`config.mk`:
```
export PLATFORM = sky130hd
export DESIGN_NAME = pipe_hazard_ctrl_flat
export DESIGN_NICKNAME = d
export VERILOG_FILES = /design/src/rtl/pipe_hazard_ctrl_if.sv /design/src/rtl/pipe_hazard_ctrl.sv /design/src/flat_wrapper.sv
export SDC_FILE = /design/constraint.sdc
export NUM_CORES = 1
export LEC_CHECK = 0
export CORE_MARGIN = 3
export CORE_UTILIZATION = 50
export CTS_CLUSTER_SIZE = 24
export DETAILED_ROUTE_END_ITERATION = 10
export GPL_TIMING_DRIVEN = 0
export PLACE_DENSITY_LB_ADDON = 0.3
export SETUP_SLACK_MARGIN = 0.1
export SYNTH_ARGS = -nofsm -noshare
export SYNTH_HDL_FRONTEND = slang
export SYNTH_SLANG_ARGS = --single-unit
```
`constraint.sdc`:
```
create_clock -name clk -period 4 [get_ports clk]
set_input_delay 0.6 -clock clk [delete_from_list [all_inputs] [get_ports clk]]
set_output_delay 0.6 -clock clk [all_outputs]
set_load 0.02 [all_outputs]
```
`src/rtl/pipe_hazard_ctrl_if.sv`:
```
// Hazard inputs from the datapath and stage-register controls returned to it.
// master = pipeline datapath, slave = pipe_hazard_ctrl.
interface pipe_hazard_ctrl_if;
    logic [4:0] id_rs1;
    logic [4:0] id_rs2;
    logic       id_use_rs1;
    logic       id_use_rs2;
    logic       ex_is_load;
    logic [4:0] ex_rd;
    logic       br_taken;
    logic       mem_req;
    logic       mem_ready;
    logic       halt_commit;

    logic       pipe_en;
    logic       pc_stall;
    logic       ifid_stall;
    logic       ifid_flush;
    logic       idex_stall;
    logic       idex_flush;
    logic       exmem_stall;
    logic       exmem_flush;
    logic       memwb_stall;
    logic       memwb_flush;

    modport master (
        output id_rs1, id_rs2, id_use_rs1, id_use_rs2, ex_is_load, ex_rd,
               br_taken, mem_req, mem_ready, halt_commit,
        input  pipe_en, pc_stall, ifid_stall, ifid_flush, idex_stall, idex_flush,
               exmem_stall, exmem_flush, memwb_stall, memwb_flush
    );

    modport slave (
        input  id_rs1, id_rs2, id_use_rs1, id_use_rs2, ex_is_load, ex_rd,
               br_taken, mem_req, mem_ready, halt_commit,
        output pipe_en, pc_stall, ifid_stall, ifid_flush, idex_stall, idex_flush,
               exmem_stall, exmem_flush, memwb_stall, memwb_flush
    );
endinterface

```
`src/rtl/pipe_hazard_ctrl.sv`:
```
// Pipeline hazard controller: load-use interlock, branch squash, memory wait,
// halt, plus saturating stall/flush performance counters.
module pipe_hazard_ctrl #(
    parameter int unsigned CNT_W = 32
) (
    input  logic             clk,
    input  logic             rstn,
    pipe_hazard_ctrl_if.slave bus,
    output logic             halted,
    output logic [CNT_W-1:0] stall_cnt,
    output logic [CNT_W-1:0] flush_cnt
);

    typedef enum logic [1:0] {
        RUN     = 2'd0,
        MEMWAIT = 2'd1,
        HALTED  = 2'd2
    } state_t;

    state_t state, state_next;

    logic memwait, loaduse, squash, any_stall;
    logic pipe_en, pc_stall, ifid_stall, ifid_flush, idex_stall, idex_flush;
    logic exmem_stall, exmem_flush, memwb_stall, memwb_flush;

    always_ff @(posedge clk or negedge rstn) begin
        if (!rstn) begin
            state <= RUN;
        end else begin
            state <= state_next;
        end
    end

    always_comb begin
        memwait = ((state == RUN) && bus.mem_req && !bus.mem_ready) ||
                  ((state == MEMWAIT) && !bus.mem_ready);
        loaduse = bus.ex_is_load && (bus.ex_rd != '0) &&
                  ((bus.id_use_rs1 && (bus.id_rs1 == bus.ex_rd)) ||
                   (bus.id_use_rs2 && (bus.id_rs2 == bus.ex_rd)));
    end

    // Controls are gated by rstn so everything reads 0 while reset is held.
    always_comb begin
        state_next  = state;
        squash      = 1'b0;
        pipe_en     = 1'b0;
        pc_stall    = 1'b0;
        ifid_stall  = 1'b0;
        ifid_flush  = 1'b0;
        idex_stall  = 1'b0;
        idex_flush  = 1'b0;
        exmem_stall = 1'b0;
        exmem_flush = 1'b0;
        memwb_stall = 1'b0;
        memwb_flush = 1'b0;
        if (rstn && (state != HALTED)) begin
            pipe_en    = 1'b1;
            state_next = RUN;
            if (bus.halt_commit) begin
                pipe_en    = 1'b0;
                state_next = HALTED;
            end else if (memwait) begin
                pc_stall    = 1'b1;
                ifid_stall  = 1'b1;
                idex_stall  = 1'b1;
                exmem_stall = 1'b1;
                memwb_flush = 1'b1;
                state_next  = MEMWAIT;
            end else if (bus.br_taken) begin
                ifid_flush = 1'b1;
                idex_flush = 1'b1;
                squash     = 1'b1;
            end else if (loaduse) begin
                pc_stall   = 1'b1;
                ifid_stall = 1'b1;
                idex_flush = 1'b1;
            end
        end
    end

    always_comb begin
        bus.pipe_en     = pipe_en;
        bus.pc_stall    = pc_stall;
        bus.ifid_stall  = ifid_stall;
        bus.ifid_flush  = ifid_flush;
        bus.idex_stall  = idex_stall;
        bus.idex_flush  = idex_flush;
        bus.exmem_stall = exmem_stall;
        bus.exmem_flush = exmem_flush;
        bus.memwb_stall = memwb_stall;
        bus.memwb_flush = memwb_flush;
        any_stall = pc_stall | ifid_stall | idex_stall | exmem_stall | memwb_stall;
        halted    = (state == HALTED);
    end

    always_ff @(posedge clk or negedge rstn) begin
        if (!rstn) begin
            stall_cnt <= '0;
            flush_cnt <= '0;
        end else begin
            if (any_stall && (stall_cnt != '1)) begin
                stall_cnt <= stall_cnt + CNT_W'(1);
            end
            if (squash && (flush_cnt != '1)) begin
                flush_cnt <= flush_cnt + CNT_W'(1);
            end
        end
    end

endmodule

```
`src/flat_wrapper.sv`:
```
// flat-port wrapper written by rule: the top's interface ports become plain ports
module pipe_hazard_ctrl_flat 
#(
    parameter int unsigned CNT_W = 32
)
  (clk, rstn, halted, stall_cnt, flush_cnt, bus_id_rs1, bus_id_rs2, bus_id_use_rs1, bus_id_use_rs2, bus_ex_is_load, bus_ex_rd, bus_br_taken, bus_mem_req, bus_mem_ready, bus_halt_commit, bus_pipe_en, bus_pc_stall, bus_ifid_stall, bus_ifid_flush, bus_idex_stall, bus_idex_flush, bus_exmem_stall, bus_exmem_flush, bus_memwb_stall, bus_memwb_flush);
  pipe_hazard_ctrl_if bus_i ();
  input  logic clk;
  input  logic rstn;
  output logic halted;
  output logic [CNT_W-1:0] stall_cnt;
  output logic [CNT_W-1:0] flush_cnt;
  input wire logic [$bits(bus_i.id_rs1)-1:0] bus_id_rs1;
  input wire logic [$bits(bus_i.id_rs2)-1:0] bus_id_rs2;
  input wire logic [$bits(bus_i.id_use_rs1)-1:0] bus_id_use_rs1;
  input wire logic [$bits(bus_i.id_use_rs2)-1:0] bus_id_use_rs2;
  input wire logic [$bits(bus_i.ex_is_load)-1:0] bus_ex_is_load;
  input wire logic [$bits(bus_i.ex_rd)-1:0] bus_ex_rd;
  input wire logic [$bits(bus_i.br_taken)-1:0] bus_br_taken;
  input wire logic [$bits(bus_i.mem_req)-1:0] bus_mem_req;
  input wire logic [$bits(bus_i.mem_ready)-1:0] bus_mem_ready;
  input wire logic [$bits(bus_i.halt_commit)-1:0] bus_halt_commit;
  output wire logic [$bits(bus_i.pipe_en)-1:0] bus_pipe_en;
  output wire logic [$bits(bus_i.pc_stall)-1:0] bus_pc_stall;
  output wire logic [$bits(bus_i.ifid_stall)-1:0] bus_ifid_stall;
  output wire logic [$bits(bus_i.ifid_flush)-1:0] bus_ifid_flush;
  output wire logic [$bits(bus_i.idex_stall)-1:0] bus_idex_stall;
  output wire logic [$bits(bus_i.idex_flush)-1:0] bus_idex_flush;
  output wire logic [$bits(bus_i.exmem_stall)-1:0] bus_exmem_stall;
  output wire logic [$bits(bus_i.exmem_flush)-1:0] bus_exmem_flush;
  output wire logic [$bits(bus_i.memwb_stall)-1:0] bus_memwb_stall;
  output wire logic [$bits(bus_i.memwb_flush)-1:0] bus_memwb_flush;
  assign bus_i.id_rs1 = bus_id_rs1;
  assign bus_i.id_rs2 = bus_id_rs2;
  assign bus_i.id_use_rs1 = bus_id_use_rs1;
  assign bus_i.id_use_rs2 = bus_id_use_rs2;
  assign bus_i.ex_is_load = bus_ex_is_load;
  assign bus_i.ex_rd = bus_ex_rd;
  assign bus_i.br_taken = bus_br_taken;
  assign bus_i.mem_req = bus_mem_req;
  assign bus_i.mem_ready = bus_mem_ready;
  assign bus_i.halt_commit = bus_halt_commit;
  assign bus_pipe_en = bus_i.pipe_en;
  assign bus_pc_stall = bus_i.pc_stall;
  assign bus_ifid_stall = bus_i.ifid_stall;
  assign bus_ifid_flush = bus_i.ifid_flush;
  assign bus_idex_stall = bus_i.idex_stall;
  assign bus_idex_flush = bus_i.idex_flush;
  assign bus_exmem_stall = bus_i.exmem_stall;
  assign bus_exmem_flush = bus_i.exmem_flush;
  assign bus_memwb_stall = bus_i.memwb_stall;
  assign bus_memwb_flush = bus_i.memwb_flush;
  pipe_hazard_ctrl #(.CNT_W(CNT_W)) u_core (.clk(clk), .rstn(rstn), .bus(bus_i), .halted(halted), .stall_cnt(stall_cnt), .flush_cnt(flush_cnt));
endmodule
```
==> results of run 1 <==
[report_power, final]
part	internal [W]	leakage [nW]	total, W	switching, W
clock network	0.000287	0.101	0.000530	0.000243
registers	0.000672	0.895	0.000678	0.00000584
logic	0.0000408	1.02	0.0000775	0.0000367
total	0.00100	2.02	0.00129	0.000285
[cells by family after synthesis]
logic type,after synthesis,synth area share [%]
AND/OR/NAND/NOR,157,26.2
XOR/XNOR,71,18.0
flip-flops,66,47.7
buffers and inverters,24,4.44
AO/OA/AOI/OAI,12,2.24
adder cells (fa/ha/maj),2,0.722
multiplexers,2,0.650
other,1,0.108
[placed cells by master, fill, tap and decap left out, types with 2 or more instances in the layout]
cell type        synthesis  routed
buf_4                    5       6
xor2_1                  17      17
o21ai_0                  5       5
and4_1                   7       7
nor2_1                  13      13
nand3_2                  3       3
buf_6                    2       2
nand4_2                  2       2
or3_1                    5       5
nor4_1                   8       8
nand3_1                 21      21
xnor2_1                 54      54
clkbuf_8                 1      14
or4_1                    2       2
buf_2                    3       3
nand4_1                 24      24
and3_1                   7       7
dfrtp_1                 66      66
and2_1                   5       5
ha_1                     2       2
clkdlybuf4s50_1          0      95
nor3_1                  14      14
conb_1                   1       2
a21oi_1                  2       2
mux2_2                   2       2
inv_1                   11      11
nand2_1                 32      32
nand2b_1                 5       5
clkinv_2                 0       2
[worst reg2reg max path: cells and delay by family, from the launching register on]
family / cells / cell delay, ps
and+or+nand+nor: 4 / 1030
xor gates and xnor gates: 1 / 150
buffers and inverters: 1 / 300
adders and majority gates: 1 / 220
AOI/OAI and AO/OA: 1 / 330
DFF: 1 / 430
[layer usage]
metal,vias up,global-route usage (%),wire (µm)
met5,-,0,0
met4,0,9.47,153
met3,14,3.04,366
met2,96,36.6,4110
met1,1425,27.7,3570
li1,1382,-,-
[how the worst min path moves through the flow]
stage                                       to  slack (ps)                 start  cells past startpoint
final                      u_core.flush_cnt[0]         370                  rstn                      1
after global routing      u_core.flush_cnt[16]         450                  rstn                      1
after CTS                 u_core.flush_cnt[14]         400                  rstn                      1
after detailed placement  u_core.stall_cnt[13]         490  u_core.stall_cnt[13]                      1
after global placement    u_core.stall_cnt[15]         480  u_core.stall_cnt[15]                      1
after floorplan            u_core.flush_cnt[0]         300                  rstn                      0
[through the flow]
step           setup WS (ps)  total power, W  cells
5_1_grt                  130         0.00133    524
4_1_cts                  323         0.00129    524
2_1_floorplan           1490        0.000717    336
3_5_place_dp             351        0.000770    509
6_report                 386         0.00129    524
3_3_place_gp           -1720        0.000767    509
[flip-flops by register name, indices dropped and copies added, names as in the netlist]
register,flops
u_core.state,2
u_core.flush_cnt,32
u_core.stall_cnt,32
[area by class of cell]
cell class	instances	area share (%)
multi-input combinational	246	35.3
sequential	66	35.1
timing repair buffer	96	20.3
clock buffer	13	3.80
buffer	13	2.39
tap	77	2.05
inverter	11	0.876
clock inverter	2	0.212
==> flow_summary_export.csv, run 1 <==
group,metric,value,unit
route,drtIter0Drc,141,
synthesis,synth_top_area_share,47.7,%
place,port_buffers,96,
floorplanning,coreArea,6530,µm²
cts,max-clock-path-buffers,2,
worst_setup_path,path_cells,"clkdlybuf4s50_1 > or4_1 > o21ai_0 > nor2_1 > a21oi_1 > inv_1 > buf_4 > clkdlybuf4s50_1",
global_route,antenna_found_initial,0,
floorplanning,rows,29,
final_layout,drive_above_1_share,9.40,%
timing,tightest_slew,861,ps
worst_setup_path,r2r_cells,8,
route,finalWirelength,8210,µm
route,routedWlPerCell,15.7,µm
cts,clk_latency,340,ps
timing,max_freq,277,MHz
cts,cts_tree,"done",
synthesis,synthArstFlopShare,100,%
power_and_ir_drop,p_per_area,273,nW/µm²
global_route,grt_max_degree,71,
synthesis,yosys-top-cells-area,"dfrtp_1 48%, xnor2_1 14%, nand4_1 4.3%",
synthesis,synth_edf_count,0,
timing,fin_crit_sh,90.4,%
floorplanning,fp.dieW,89.2,µm
synthesis,synth_area_leader_cell,"dfrtp_1",
job,cap_violations,0,
floorplanning,die_area,7960,µm²
timing,rsz0062_at_grt,"no",
floorplanning,initial_core_util,53.0,%
timing,timing.hold.ws,373,ps
cts,cts_buffers,9,
synthesis,synth_seq_area_share,47.7,%
global_route,grt_overflow_total,0,
timing,setup-violations-final,0,
power_and_ir_drop,ir_drop,0.000158,V
synthesis,synth-seq-cells,66,
worst_setup_path,worstSetupStartpointType,"input pin",
final_layout,syn_to_final_growth,36.0,%
synthesis,yosysUniqueCellTypes,43,
synthesis,avgSynthCellArea,10.3,µm²
floorplanning,fp.dieH,89.2,µm
worst_setup_path,reg2reg_from,"u_core.stall_cnt[0]",
synthesis,synth_most_common_cell,"dfrtp_1",
global_route,grt_pass1_wl,13400,µm
final_layout,nFillCells,468,
timing,clock-skew-final,6.85,ps
cts,cts_resized,0,
global_route,grt_pass1_vias,2920,
final_layout,n_antenna_cell,0,
synthesis,syn_inst,335,
floorplanning,io_pins,99,
min_path,hold_path_class,"in2async",
cts,cts.sinks,66,
synthesis,syn_area,3460,µm²
route,drt_pass1_iterations,4,
run_status,status,"complete, no violations",
worst_setup_path,cp_data_required_time,3400,ps
final_layout,finish.instance_area,4710,µm²
worst_setup_path,cp_top_family,"buffers and inverters",
timing,fin_tns_setup,0,ps
cts,cts_hold_buf,0,
worst_setup_path,critical_path_class,"in2out",
worst_setup_path,arrival,3010,ps
final_layout,multi_input_comb_area,1660,µm²
cts,h-tree-depth,3,
synthesis,synthFlopType,"dfrtp_1",
worst_setup_path,end_kind,"primary output",
worst_setup_path,crit_path_end,"bus_pc_stall",
worst_setup_path,cp-startpoint,"bus_ex_rd[0]",
synthesis,synth_common_cells,"66 x dfrtp_1, 54 x xnor2_1, 32 x nand2_1, 24 x nand4_1, 21 x nand3_1",
timing,drv_slew,0,
worst_setup_path,cpMostUsedCell,"clkdlybuf4s50_1",
synthesis,ys_warn_count,0,
timing,maxSlewHeadroom,42.6,%
worst_setup_path,critical_path.n_buffers_inverters,4,
cts,post-cts-setup-buffers,0,
worst_setup_path,slowest_stage,"or4_1",
global_route,grt_util_all_layers,21.7,%
timing,finalHoldViolCount,0,
worst_setup_path,critPathMaxStageDelay,560,ps
cts,cts_root_buffer,"clkbuf_8",
route,drtAntennaViolNets,0,
final_layout,nets,469,
timing,timing.final.crit_period,3610,ps
worst_setup_path,path_depth,8,
place,gp_congestion,0.836,
place,dpl_cell_area,4520,µm²
route,via_per_inst,5.57,
final_layout,utilization,72.1,%
cts,path_clk_slew,60,ps
route,drc_errors,0,
worst_setup_path,critPathMaxFanout,3,
worst_setup_path,r2r_slack,1400,ps
power_and_ir_drop,leakage,2.02,nW
worst_setup_path,r2r_end,"u_core.stall_cnt[27]",
final_layout,regArea,1650,µm²
place,post-dp-hpwl,6120,µm
route,vias,2917,
Power figures use the tool's default switching activity.
==> run 2, diff against run 1 <==
Settings changed: CORE_MARGIN 3 to 2.
==> run 2 against run 1 <==
Cell area fell by 0.42%; largest power group unchanged; non-clock buffer count did not move; via count fell by 1.1%.
==> flow_summary_export.csv, run 2 (synthesized netlist as in run 1, its figures left out) <==
group,metric,value,unit
floorplanning,initial_core_util,51.3,%
worst_setup_path,cp_data_required_time,3400,ps
route,vias,2884,
power_and_ir_drop,internal_power,0.000955,W
route,finalWirelength,8350,µm
cts,max-clock-path-buffers,2,
floorplanning,fp.dieW,87.2,µm
power_and_ir_drop,p_switching,0.000293,W
final_layout,nFillCells,545,
route,drtIter0Drc,151,
place,gp_congestion,0.847,
job,cap_violations,0,
final_layout,drive_above_1_share,8.71,%
timing,tightest_slew,843,ps
timing,fin_crit_sh,91.0,%
timing,max_freq,275,MHz
cts,cts_buffers,9,
final_layout,largestRegisters,"u_core.flush_cnt: 32 flops, u_core.stall_cnt: 32 flops, u_core.state: 2 flops",
route,drt_pass1_iterations,4,
final_layout,utilization,69.4,%
cts,post-cts-setup-buffers,0,
cts,cts_tree,"done",
timing,drv_slew,0,
power_and_ir_drop,ir_drop,0.000228,V
worst_setup_path,arrival,3040,ps
cts,cts_hold_buf,0,
power_and_ir_drop,power.share.combinational,6.3,%
timing,setup_ws,361,ps
route,via_per_inst,5.46,
timing,maxSlewHeadroom,43.8,%
global_route,antenna_found_initial,0,
timing,rsz0062_at_grt,"no",
cts,h-tree-depth,3,
global_route,grt_overflow_total,0,
floorplanning,io_pins,99,
global_route,grt_pass1_wl,14200,µm
power_and_ir_drop,leakage,2.00,nW
place,post-dp-hpwl,6130,µm
timing,setup-violations-final,0,
run_status,status,"complete, no violations",
global_route,grt_pass1_vias,2911,
min_path,hold_path_class,"in2async",
route,drc_errors,0,
floorplanning,coreArea,6760,µm²
power_and_ir_drop,p_per_area,266,nW/µm²
timing,finalHoldViolCount,0,
final_layout,nets,469,
global_route,grt_util_all_layers,23.9,%
worst_setup_path,critPathMaxFanout,70,
power_and_ir_drop,switching_share,23.5,%
floorplanning,die_area,7610,µm²
worst_setup_path,end_kind,"primary output",
final_layout,finish.instance_area,4690,µm²
cts,cts_root_buffer,"clkbuf_8",
route,routedWlPerCell,15.8,µm
cts,cts_resized,0,
power_and_ir_drop,p_seq_share,54.3,%
worst_setup_path,critical_path_class,"in2out",
floorplanning,rows,30,
final_layout,syn_to_final_growth,35.4,%
worst_setup_path,worstSetupStartpointType,"input pin",
cts,path_clk_slew,70,ps
place,dpl_cell_area,4530,µm²
place,port_buffers,96,
route,drtAntennaViolNets,0,
floorplanning,fp.dieH,87.2,µm
power_and_ir_drop,pwr-share-clk,39.4,%
final_layout,layout_common_cells,"95 x clkdlybuf4s50_1, 66 x dfrtp_1, 54 x xnor2_1",
cts,cts.sinks,66,
timing,clock-skew-final,9.78,ps
timing,timing.hold.ws,361,ps
timing,timing.final.crit_period,3640,ps
final_layout,final_common_cell,"clkdlybuf4s50_1",
final_layout,n_antenna_cell,0,
cts,clk_latency,350,ps
global_route,grt_max_degree,71,
place,place_ws,317,ps
[run 2: cell types whose count changed in the layout (fill, tap and decap cells not counted)]
| cell | delta |
|---|---|
| clkinv_2 | -1 |
| clkinvlp_4 | +1 |
| clkbuf_8 | -3 |
| clkbuf_1 | +4 |
[run 2: power groups by stage]
stage	Sequential (W)	Clock, W	Combinational (W)
final	0.000677	0.000492	0.0000782
after global routing	0.000679	0.000534	0.0000867
after CTS	0.000678	0.000501	0.0000799
after detailed placement	0.000691	0	0.0000798
after global placement	0.000690	0	0.0000770
after floorplan	0.000696	0	0.0000209
[run 2: stage by stage]
stage | instances | TNS, ps | total power [W]
after floorplan | 336 | 0 | 0.000717
after global placement | 512 | -80330 | 0.000767
after detailed placement | 512 | 0 | 0.000770
after CTS | 528 | 0 | 0.00126
after global routing | 528 | 0 | 0.00130
final | 528 | 0 | 0.00125
[run 2: final cells by class]
cell class	count	area [µm²]	area share, %
Multi-Input combinational cell	246	1660	35.4
Buffer	13	113	2.40
Tap cell	80	100	2.13
Inverter	11	41.3	0.880
Sequential cell	66	1650	35.2
Timing Repair Buffer	96	958	20.4
Clock inverter	2	12.5	0.267
Clock buffer	14	153	3.25
[run 2: critical path, stage by stage]
cell and delay, ps:
buf_4 640, nand2b_1 180, or4_1 490, inv_1 190, a21oi_1 110, inv_1 110
buf_4 100, clkdlybuf4s50_1 600
[run 2: routing by layer]
metal / global-route usage (%) / routed length, µm / share of wire (%) / vias up
li1: - / - / - / 1380
met1: 31.5 / 3660 / 44 / 1425
met2: 39.2 / 4230 / 51 / 63
met3: 3.60 / 271 / 3.2 / 16
met4: 10.2 / 195 / 2.3 / 0
met5: 0 / 0 / 0 / -
[run 2: path summary, 6_finish.rpt]
check                                startpoint  slack [ps]  cells after the start                    to
setup / recovery                           rstn         360                      8          bus_pc_stall
hold / removal                             rstn         360                      1   u_core.flush_cnt[2]
setup reg to reg            u_core.stall_cnt[0]        1420                      8   u_core.stall_cnt[9]
hold reg to reg            u_core.stall_cnt[13]         500                      1  u_core.stall_cnt[13]
max in group asynchronous                  rstn        3090                      1   u_core.stall_cnt[8]
min in group clk           u_core.stall_cnt[13]         500                      1  u_core.stall_cnt[13]
